===== src/rtl/pipe_pkg.sv =====
// Shared definitions for the ID/EX pipeline register: control-bundle layout,
// ALUOp encodings and the hazard FSM state type.
package pipe_pkg;

   localparam int CTRL_W = 11;

   // Bit positions inside the decoder bundle
   // {ALUSrc, ALUOp[1:0], RegDst, MemWrite, MemRead, Beq, Bne, Jump, MemToReg, RegWrite}
   localparam int CTRL_ALUSRC   = 10;
   localparam int CTRL_ALUOP_HI = 9;
   localparam int CTRL_ALUOP_LO = 8;
   localparam int CTRL_REGDST   = 7;
   localparam int CTRL_MEMWRITE = 6;
   localparam int CTRL_MEMREAD  = 5;
   localparam int CTRL_BEQ      = 4;
   localparam int CTRL_BNE      = 3;
   localparam int CTRL_JUMP     = 2;
   localparam int CTRL_MEMTOREG = 1;
   localparam int CTRL_REGWRITE = 0;

   localparam logic [1:0] ALUOP_MEM    = 2'b00;
   localparam logic [1:0] ALUOP_BRANCH = 2'b01;
   localparam logic [1:0] ALUOP_RTYPE  = 2'b10;
   localparam logic [1:0] ALUOP_JUMP   = 2'b11;

   typedef enum logic [0:0] {
      ST_RUN   = 1'b0,
      ST_STALL = 1'b1
   } state_e;

endpackage


===== src/rtl/load_use_detect.sv =====
// Combinational load-use hazard equation: a load in EX whose destination
// (rt) is a source actually read by the instruction currently in ID.
module load_use_detect #(
   parameter int RW = 5
) (
   input  logic          ex_mem_read,
   input  logic          ex_valid,
   input  logic [RW-1:0] ex_rt,
   input  logic          id_jump,
   input  logic          id_reg_dst,
   input  logic          id_beq,
   input  logic          id_bne,
   input  logic          id_mem_write,
   input  logic [RW-1:0] id_rs,
   input  logic [RW-1:0] id_rt,
   output logic          hazard
);

   logic use_rs;
   logic use_rt;

   // Decide which ID sources are live and compare against the load target
   always_comb begin
      use_rs = ~id_jump;
      use_rt = id_reg_dst | id_beq | id_bne | id_mem_write;
      hazard = ex_mem_read & ex_valid & (ex_rt != '0) &
               ((use_rs & (ex_rt == id_rs)) | (use_rt & (ex_rt == id_rt)));
   end

endmodule


===== src/rtl/id_ex_hazard_reg.sv =====
// ID/EX pipeline register with load-use stall and EX-resolved flush.
// Optional event counters are enabled by defining HAZARD_STATS_EN.
module id_ex_hazard_reg
   import pipe_pkg::*;
#(
   parameter int DW = 32,
   parameter int RW = 5
) (
   input  logic              clk,
   input  logic              rst,
   input  logic [CTRL_W-1:0] id_ctrl,
   input  logic [DW-1:0]     id_rd1,
   input  logic [DW-1:0]     id_rd2,
   input  logic [DW-1:0]     id_imm,
   input  logic [DW-1:0]     id_pc4,
   input  logic [RW-1:0]     id_rs,
   input  logic [RW-1:0]     id_rt,
   input  logic [RW-1:0]     id_rd,
   input  logic              ex_flush,
   output logic [CTRL_W-1:0] ex_ctrl,
   output logic [DW-1:0]     ex_rd1,
   output logic [DW-1:0]     ex_rd2,
   output logic [DW-1:0]     ex_imm,
   output logic [DW-1:0]     ex_pc4,
   output logic [RW-1:0]     ex_rs,
   output logic [RW-1:0]     ex_rt,
   output logic [RW-1:0]     ex_rd,
   output logic              ex_valid,
   output logic              pc_write,
   output logic              if_id_write,
   output logic              if_id_flush,
   output logic [31:0]       stall_cnt,
   output logic [31:0]       flush_cnt
);

   state_e            state_q, state_d;
   logic [CTRL_W-1:0] ctrl_q, ctrl_d;
   logic              valid_q, valid_d;
   logic [DW-1:0]     rd1_q, rd2_q, imm_q, pc4_q;
   logic [RW-1:0]     rs_q, rt_q, rd_q;
   logic              hazard;
   logic              bubble;

   load_use_detect #(.RW(RW)) u_detect (
      .ex_mem_read  (ctrl_q[CTRL_MEMREAD]),
      .ex_valid     (valid_q),
      .ex_rt        (rt_q),
      .id_jump      (id_ctrl[CTRL_JUMP]),
      .id_reg_dst   (id_ctrl[CTRL_REGDST]),
      .id_beq       (id_ctrl[CTRL_BEQ]),
      .id_bne       (id_ctrl[CTRL_BNE]),
      .id_mem_write (id_ctrl[CTRL_MEMWRITE]),
      .id_rs        (id_rs),
      .id_rt        (id_rt),
      .hazard       (hazard)
   );

   // Next-state: flush beats stall; the stall state masks detection so a stall lasts one cycle
   always_comb begin
      state_d     = ST_RUN;
      bubble      = 1'b0;
      pc_write    = 1'b1;
      if_id_write = 1'b1;
      if (ex_flush) begin
         bubble = 1'b1;
      end else if ((state_q == ST_RUN) && hazard) begin
         state_d     = ST_STALL;
         bubble      = 1'b1;
         pc_write    = 1'b0;
         if_id_write = 1'b0;
      end
      ctrl_d      = bubble ? '0 : id_ctrl;
      valid_d     = ~bubble;
      if_id_flush = ex_flush;
   end

   // EX stage register; datapath fields are captured even when a bubble is inserted
   always_ff @(posedge clk) begin
      if (rst) begin
         state_q <= ST_RUN;
         ctrl_q  <= '0;
         valid_q <= 1'b0;
         rd1_q   <= '0;
         rd2_q   <= '0;
         imm_q   <= '0;
         pc4_q   <= '0;
         rs_q    <= '0;
         rt_q    <= '0;
         rd_q    <= '0;
      end else begin
         state_q <= state_d;
         ctrl_q  <= ctrl_d;
         valid_q <= valid_d;
         rd1_q   <= id_rd1;
         rd2_q   <= id_rd2;
         imm_q   <= id_imm;
         pc4_q   <= id_pc4;
         rs_q    <= id_rs;
         rt_q    <= id_rt;
         rd_q    <= id_rd;
      end
   end

   assign ex_ctrl  = ctrl_q;
   assign ex_valid = valid_q;
   assign ex_rd1   = rd1_q;
   assign ex_rd2   = rd2_q;
   assign ex_imm   = imm_q;
   assign ex_pc4   = pc4_q;
   assign ex_rs    = rs_q;
   assign ex_rt    = rt_q;
   assign ex_rd    = rd_q;

`ifdef HAZARD_STATS_EN
   logic [31:0] stall_cnt_q, stall_cnt_d;
   logic [31:0] flush_cnt_q, flush_cnt_d;

   // Event counters wrap naturally at 32 bits
   always_comb begin
      stall_cnt_d = stall_cnt_q + {31'd0, ~pc_write};
      flush_cnt_d = flush_cnt_q + {31'd0, ex_flush};
   end

   // Counter registers
   always_ff @(posedge clk) begin
      if (rst) begin
         stall_cnt_q <= '0;
         flush_cnt_q <= '0;
      end else begin
         stall_cnt_q <= stall_cnt_d;
         flush_cnt_q <= flush_cnt_d;
      end
   end

   assign stall_cnt = stall_cnt_q;
   assign flush_cnt = flush_cnt_q;
`else
   assign stall_cnt = '0;
   assign flush_cnt = '0;
`endif

endmodule


===== config.mk =====
export PLATFORM = sky130hd
export DESIGN_NAME = id_ex_hazard_reg
export DESIGN_NICKNAME = d
export VERILOG_FILES = /design/src/rtl/pipe_pkg.sv /design/src/rtl/load_use_detect.sv /design/src/rtl/id_ex_hazard_reg.sv
export SDC_FILE = /design/constraint.sdc
export NUM_CORES = 1
export LEC_CHECK = 0
export BUFFER_PORTS_ARGS = -buffer_cell sky130_fd_sc_hd__buf_2
export CORE_AREA = 2 2 146 148
export DETAILED_ROUTE_END_ITERATION = 7
export DIE_AREA = 0 0 148 150
export GPL_ROUTABILITY_DRIVEN = 0
export GPL_TIMING_DRIVEN = 0
export SLEW_MARGIN = 5
export SYNTH_ARGS = -nofsm -noshare
export SYNTH_HDL_FRONTEND = slang
export SYNTH_SLANG_ARGS = --single-unit

===== constraint.sdc =====
create_clock -name clk -period 1.9 [get_ports clk]
set_input_delay 0.19 -clock clk [delete_from_list [all_inputs] [get_ports clk]]
set_output_delay 0.19 -clock clk [all_outputs]
set_load 0.01 [all_outputs]

-- Word-level counts from Yosys, hierarchy flattened
Index checks and enable logic that the tools add are counted.
- register bits after elaboration: 156
- input port bits: 157
- mux-type cells: 4
- bitwise operators: 12
- equality and inequality tests: 2
- reduce and logical (&&, ||, !) cells: 4
- operators by type and width (kind ; number):
    $eq A5 B5 Y1 ; 2
    $and A1 B1 Y1 ; 5
    $reduce_bool A5 Y1 ; 1
    $mux W1 ; 4
    $or A1 B1 Y1 ; 4
    $reduce_or A2 Y1 ; 2
    $not A1 Y1 ; 3
    $logic_and A1 B1 Y1 ; 1

-- Longest topological paths before layout
Gate-level depths: netlist of the first run.
- depth after elaboration: 10
- gate-level depth with buffers: 6
- mapped depth without buffers: 4

-- By module
A second synthesis of the first run with hierarchy kept.
- cells, all modules: 418
- area, all modules: 4919.7 um2
- modules (own cells, without submodules) (module ; instances ; cells each ; area an instance (um2)):
    id_ex_hazard_reg ; 1 ; 400 ; 4772.1
    load_use_detect ; 1 ; 18 ; 147.6

-- Worst setup path after synthesis of the first run
No wires, ideal clock.
- path kind: register to output
- from: register rt_q[1], in the netlist ex_rt[1]
- to: output port pc_write
- slack: 160 ps
- path buffers: 2
- data arrival time: 1550 ps
- stages on the path, launching flop included: 7
- data required time: 1710 ps
- cell sequence: dfxtp_1 > xnor2_1 > nand4_1 > o32ai_2 > buf_6 > nand3b_1 > buf_4
- word-level cells in the longest chain between the ends: 7
- elaborated cells on any way between the ends: 11
- classes of those cells: eq/ne (2); mux (2); bitwise (5); reduce/logical (2)
- ends and longest elaborated chain (element ; line ; RTL):
    from (decl) ; id_ex_hazard_reg.sv:40 ; logic [RW-1:0] rs_q, rt_q, rd_q;
    from (signal assigned) ; id_ex_hazard_reg.sv:99 ; rt_q <= id_rt;
    $eq A5 B5 Y1 ; load_use_detect.sv:27 ; ((use_rs & (ex_rt == id_rs)) | (use_rt & (ex_rt == id_rt)));
    $and A1 B1 Y1 ; load_use_detect.sv:27 ;
    $or A1 B1 Y1 ; load_use_detect.sv:27 ;
    $and A1 B1 Y1 * ; load_use_detect.sv:26 ; hazard = ex_mem_read & ex_valid & (ex_rt != '0) &
    $logic_and A1 B1 Y1 * ; id_ex_hazard_reg.sv:66 ; end else if ((state_q == ST_RUN) && hazard) begin
    $mux W1 * (2 in series) ; - ;
    to (decl) ; id_ex_hazard_reg.sv:29 ; output logic pc_write,
Mark *: on every way between the ends. The rest lies on a longest branch, timed or not.

-- Final worst setup path of the first run
- from: register rt_q[4], in the netlist ex_rt[4]
- to: output port pc_write
- word-level cells in the longest chain between the ends: 7
- elaborated cells on any way between the ends: 11
- classes of those cells: eq/ne (2); mux (2); bitwise (5); reduce/logical (2)
- ends and longest elaborated chain (element ; line ; RTL):
    $eq A5 B5 Y1 ; load_use_detect.sv:27 ;
    $and A1 B1 Y1 ; load_use_detect.sv:27 ;
    $or A1 B1 Y1 ; load_use_detect.sv:27 ;
    $and A1 B1 Y1 * ; load_use_detect.sv:26 ;
    $logic_and A1 B1 Y1 * ; id_ex_hazard_reg.sv:66 ;
    $mux W1 * ; id_ex_hazard_reg.sv:66 ;
    $mux W1 * ; id_ex_hazard_reg.sv:64 ; if (ex_flush) begin
Marks and branches as above.

==> results of run 1 <==
[cells by family (layout without fill, tap and decap cells)]
logic type	Yosys count	count (layout)
AND/OR/NAND/NOR	163	163
AO/OA/AOI/OAI	14	14
XOR/XNOR	10	10
other	1	64
buffers and inverters	86	565
flip-flops	156	156
[per-layer routing]
metal | vias up | part of all wire, % | wire length, um | track usage (%)
li1 | 2249 | - | - | -
met1 | 2018 | 35 | 5390 | 12.3
met2 | 242 | 53 | 8230 | 25.7
met3 | 23 | 10 | 1560 | 5.12
met4 | 0 | 2.6 | 405 | 7.05
met5 | - | 0 | 0 | 0
[worst max path at each step]
stage                              startpoint              endpoint  slack, ns
after floorplan           ex_rt[1]$_SDFF_PP0_              pc_write       0.16
after global placement                    rst  ex_rd2[0]$_SDFF_PP0_      -0.17
after detailed placement                  rst  ex_rd2[0]$_SDFF_PP0_      -0.11
after CTS                 ex_rt[2]$_SDFF_PP0_              pc_write      -0.26
after global routing      ex_rt[4]$_SDFF_PP0_              pc_write      -0.33
final                     ex_rt[4]$_SDFF_PP0_              pc_write      -0.22
[cell usage after synthesis, types with 2 or more instances]
cell type,count,area (um^2)
nor2_1,2,7.51
nor2b_1,143,895
a21oi_2,9,78.8
nand4_1,2,12.5
a21oi_1,2,10.0
dfxtp_1,156,3120
buf_6,2,22.5
buf_4,67,503
nand2_1,12,45.0
clkbuf_1,16,60.1
xnor2_1,9,78.8
[timing repair]
action,CTS,global route
setup buffers,6,1
resized for setup,19,3
hold buffers,128,0
pin swaps,9,3
endpoints found under the hold margin,128,0
endpoints found under the setup margin,2,2
[final cells by class]
type	count	area [um^2]	share of cell area [%]
buffer	85	579	6.36
timing repair buffer	448	2910	31.9
multi-input combinational	251	1510	16.6
sequential	156	3140	34.5
tap	275	344	3.78
clock inverter	13	180	1.98
clock buffer	19	443	4.87
[worst max-delay path: stages, from the launching register on]
cell and delay, ns:
dfxtp_4 0.37, xnor2_2 0.15, nand4_1 0.16, o32ai_4 0.31
buf_6 0.14, nand3b_1 0.11, buf_4 0.16, buf_6 0.11
[state kept, by name (all words and copies together) (netlist names)]
signal,cells
ex_rs,5
ex_valid,1
ex_rd,5
ex_rt,5
ex_pc4,32
state_q,1
ex_ctrl,11
ex_rd1,32
ex_imm,32
ex_rd2,32
[power groups by stage]
stage | sequential, uW | clock [uW] | combinational (uW)
finish | 3490 | 3570 | 1060
detailed placement | 3560 | 0 | 821
floorplan | 3660 | 0 | 341
CTS | 3490 | 3700 | 1050
global placement | 3560 | 0 | 820
global route | 3500 | 3840 | 1160
[through the flow]
step	instance area [um^2]	total power, uW
floorplan	5150	4000
global placement	7060	4380
detailed placement	7060	4380
CTS	9080	8240
global route	9100	8500
finish	9100	8120
==> flow_summary.toml, run 1 <==
[run_status]
status = "finished, violations left"
violations = "negative setup slack"

[global_route]
grt_start_max_net_pins = 17
grt_pass1_vias = 4686
antenna_found_initial = 0
grt_pass1_wl_mm = 22.9
overflow = 0
grt_use_total_pct = 13.5

[clocking]
clkLatencyLatePin_ns = 0.41
ctsRootBufferMaster = "clkbuf_16"
cts_made_buffers = 17
htree_num_levels = 4
clk_pin_slew_ns = 0.06
cts_buffer_depth = 2
clock_sinks = 156
cts_tree = "yes"

[finish]
drive_above_1_share_pct = 45.7
final_common_cell = "buf_2"
layout.cells.non_filler = 1247
fillers = 1957
nets = 1116
area_delta_synth_final_pct = 85.3
n_antenna_cell = 0
layout_common_cells = "buf_2 (313), dfxtp_1 (151), nor2b_1 (143)"
utilization_pct = 44.0

[pwr]
peakVddDrop_uv = 502
sequentialPowerShare_pct = 43.0
p_int_uw = 6190
p_clk_share_pct = 43.9
combPwrFrac_pct = 13.1
power.switching_uw = 1930
power.leakage_uw = 0.00456
switching_share_pct = 23.8
powerDensity_nw_per_um2 = 892

[sta]
max_freq_mhz = 471
fin_setup_tns_ns = -0.343
post-route-period-util_pct = 112
tightest_slew_ns = 0.643
fin_hold_ws_ns = 0.0241
hold_violations = 0
setup_viol = 2
drv_slew = 0
finClkSkew_ns = 0.00563
rsz0062_at_grt = "yes"
maxSlewHeadroom_pct = 57.2
period_minus_slack_ns = 2.12
setup_ws_ns = -0.223

[min_path]
hold_path_startpoint = "id_rd1[15]"
holdPathStages = 2
hold_end = "ex_rd1[15]$_SDFF_PP0_"
hp-class = "in -> reg"

[route]
wirelength_mm = 15.6
vias_per_cell = 3.63
wire_per_inst_um = 12.5
drc = 0
vias = 4532
drtPass1Iterations = 4
drtIter0Drc = 63
ant_nets = 0

[worst_setup_path]
r2r_slack_ns = 0.27
path_max_fanout = 4
start_kind = "register"
reg2reg_to = "state_q$_SDFF_PP0_"
endpoint_kind = "primary output"
ff2ff_path_depth = 5
r2r-start = "ex_rt[0]$_SDFF_PP0_"
cp.arrival_ns = 1.93
crit_type = "reg -> out"
critical_path_required_ns = 1.71

[place]
pre_cts_slack_ns = -0.109
hpwl_mm = 10.9
io_buffers = 313
dpl.cell_count = 1081

[synthesis]
ys_warn_count = 0
yosysSeqAreaShare_pct = 63.6
synth-edff-count = 0
synth_cells = 430
synth_xor_area_share_pct = 1.78
synth-seq-cells = 156
synth-simple-area-share_pct = 20.1
synth-async-reset-ratio_pct = 0
synth_area_um2 = 4910
syn_area_per_cell_um2 = 11.4
synth_mux_area_share_pct = 0
synth_compound_area_share_pct = 2.47
synth_ff_type = "dfxtp_1"
synthAdderAreaFrac_pct = 0
synth_top_family_by_area = "simple AND/OR/NAND/NOR gates"
yosysUniqueCellTypes = 21

[floorplan]
io_pins = 379
die_w_um = 148
initial_core_util_pct = 23.7
std_cell_rows = 53
die_h_um = 150
die_area_um2 = 22200
core_area_um2 = 20700

[run]
maxCapViolations = 0
Note: power is estimated with default switching activity, not from simulation.
==> run 2: changes to the inputs <==
- ABC_AREA: default -> 1
- CORE_AREA: 2 2 146 148 -> 2 2 147 149
- DIE_AREA: 0 0 148 150 -> 0 0 149 151
==> run 2 against run 1 <==
The flow still finishes with violations (negative setup slack); non-clock buffer count increased by 11; synthesized area rose by 4.1%; clock skew up 0.0047 ns; core utilization grew 0.96 points; highest routed layer unchanged.
==> flow_summary.toml, run 2 <==
[synthesis]
yosysUniqueCellTypes = 15
synth-simple-area-share_pct = 15.4
synth_top_family_by_area = "buffers and inverters"
synth_area_um2 = 5110
synth-seq-cells = 156
synth-async-reset-ratio_pct = 0
yosysTopAreaCell = "dfxtp_1"
synth_cells = 609
ys_warn_count = 0
yosysSeqAreaShare_pct = 61.1
synthAdderAreaFrac_pct = 0
synth_xor_area_share_pct = 0
synth_mux_area_share_pct = 0
ys_top_cells_by_count = "inv_1 (163), nor2_1 (163), dfxtp_1 (156)"
synth_area_leaders = "dfxtp_1 (61%), inv_1 (12%), nor2_1 (12%), buf_4 (9.8%), nand2_1 (2.3%)"
synth_compound_area_share_pct = 0
synth_ff_type = "dfxtp_1"
synth-edff-count = 0
syn_area_per_cell_um2 = 8.40
synthDominantCellAreaShare_pct = 61.1

[global_route]
grt_pass1_vias = 5105
antenna_found_initial = 0
grt_start_max_net_pins = 17
grt_use_total_pct = 13.8
grt_pass1_wl_mm = 23.8
overflow = 0

[finish]
final_cell_area_um2 = 9360
fillers = 1965
layout_common_cells = "buf_2 (321), nor2_1 (163), inv_1 (159)"
drive_above_1_share_pct = 37.7
seq_area_um2 = 3130
multi_input_area_um2 = 1030
final_common_cell = "buf_2"
area_delta_synth_final_pct = 83.0
nets = 1308

[place]
pre_cts_slack_ns = 0.267
hpwl_mm = 11.6
io_buffers = 313
place_area_um2 = 7260

[worst_setup_path]
path_max_fanout = 5
crit_top_cell = "nand2_1"
cpMaxStageDelayCell = "dfxtp_4"
cp_slowest_stage_delay_ns = 0.37
endpoint_kind = "primary output"
cp.arrival_ns = 1.78
start_kind = "register"
crit_chain = "inv_2, nand2_1, nand2_1, nor2_1, nand3_1, nand2_1, nand2_2, or2_1, buf_4, buf_6"
critical_path_required_ns = 1.71
crit_type = "reg -> out"

[route]
drtPass1Iterations = 6
wire_per_inst_um = 11.4
ant_nets = 0
drtIter0Drc = 89
vias_per_cell = 3.57
vias = 5141
wirelength_mm = 16.4
drc = 0

[sta]
max_freq_mhz = 508
hold_violations = 0
setup_viol = 1
post-route-period-util_pct = 104
period_minus_slack_ns = 1.97
rsz0062_at_grt = "yes"
setup_ws_ns = -0.0697
finClkSkew_ns = 0.0103
drv_slew = 0

[pwr]
p_int_uw = 6130
combPwrFrac_pct = 13.5
power.leakage_uw = 0.00548
sequentialPowerShare_pct = 42.9
power.switching_uw = 2000
switching_share_pct = 24.6
powerDensity_nw_per_um2 = 869
p_clk_share_pct = 43.6
peakVddDrop_uv = 493

[floorplan]
io_pins = 379
die_h_um = 151
die_w_um = 149
std_cell_rows = 53
initial_core_util_pct = 24.6
die_area_um2 = 22500
core_area_um2 = 20800

[clocking]
cts_buffer_depth = 2
cts_made_buffers = 17
clk_pin_slew_ns = 0.07
htree_num_levels = 4
clock_sinks = 156
clkLatencyLatePin_ns = 0.42
cts_tree = "yes"
ctsRootBufferMaster = "clkbuf_16"

[run]
maxCapViolations = 0

[run_status]
status = "finished, violations left"
violations = "negative setup slack"

[min_path]
hp-class = "in -> reg"
## run 2: cell types whose count changed in the layout (fill, tap and decap cells not counted), sizes merged, moves of 3 or more
cell         before  now
clkbuf           35   24
nor2              2  165
nor2b           143    0
inv               5  171
a21oi            11    0
xnor2             9    0
buf             389  392
nand2            12   34
dlygate4sd3     128  145
## run 2: timing repair
item / in CTS / in global routing
hold buffers: 144 / 1
pin swaps: 5 / 7
endpoints found under the hold margin: 144 / 1
gates resized for setup: 9 / 5
setup endpoints to repair: 2 / 2
buffers inserted: 2 / 0
## run 2: cell type report
cell class	count	area share (%)
clock buffers	17	4.54
flip-flops and latches	156	33.5
clock inverters	14	1.95
repair buffers	460	32.5
well taps	275	3.68
plain buffers	84	6.26
diodes	1	0.0267
inverters	164	6.58
multi-input cells	268	11.0
## run 2: power by group through the flow
stage / Combinational (uW) / Sequential, uW / Clock, uW
after detailed placement: 851 / 3560 / 0
after global placement: 847 / 3560 / 0
after global routing: 1210 / 3500 / 3760
after floorplan: 354 / 3650 / 0
after CTS: 1090 / 3490 / 3660
final: 1100 / 3490 / 3550
## run 2: metrics by stage
stage	TNS (ns)	util, %	cells	hold WS (ns)	total power (uW)
2_1_floorplan	0	-	672	0.297	4010
3_3_place_gp	0	34.9	1260	0.389	4400
3_5_place_dp	0	34.9	1260	0.395	4410
4_1_cts	-0.104	44.9	1437	0.000529	8240
5_1_grt	-0.204	44.9	1438	0.00335	8470
6_report	-0.0697	45.0	1439	0.00823	8130
## run 2: logic make-up after synthesis
kind of cell | count (synthesis)
AND/OR/NAND/NOR | 204
buffers and inverters | 248
flip-flops | 156
other | 1
## run 2: path summary, 6_finish.rpt
path / from / to / slack, ns / depth (start not counted)
setup reg to reg: ex_rt[1]$_SDFF_PP0_ / ex_ctrl[5]$_SDFF_PP0_ / 0.42 / 11
setup / recovery: ex_rt[1]$_SDFF_PP0_ / pc_write / -0.07 / 10
hold / removal: id_rd2[26] / ex_rd2[26]$_SDFF_PP0_ / 0.008 / 3
hold reg to reg: ex_valid$_SDFF_PP0_ / state_q$_SDFF_PP0_ / 0.73 / 5
## run 2: critical path: cells and delay by family, from the launching register on
| family | cells | cell delay, ns |
|---|---|---|
| simple gates | 7 | 0.71 |
| buf+inv | 3 | 0.29 |
| flops | 1 | 0.37 |
## run 2: layer usage
layer,share of wire (%),GRT usage [%]
met1,37,13.7
met4,2.0,5.38
met3,9.3,5.00
met2,52,26.0
met5,0,0
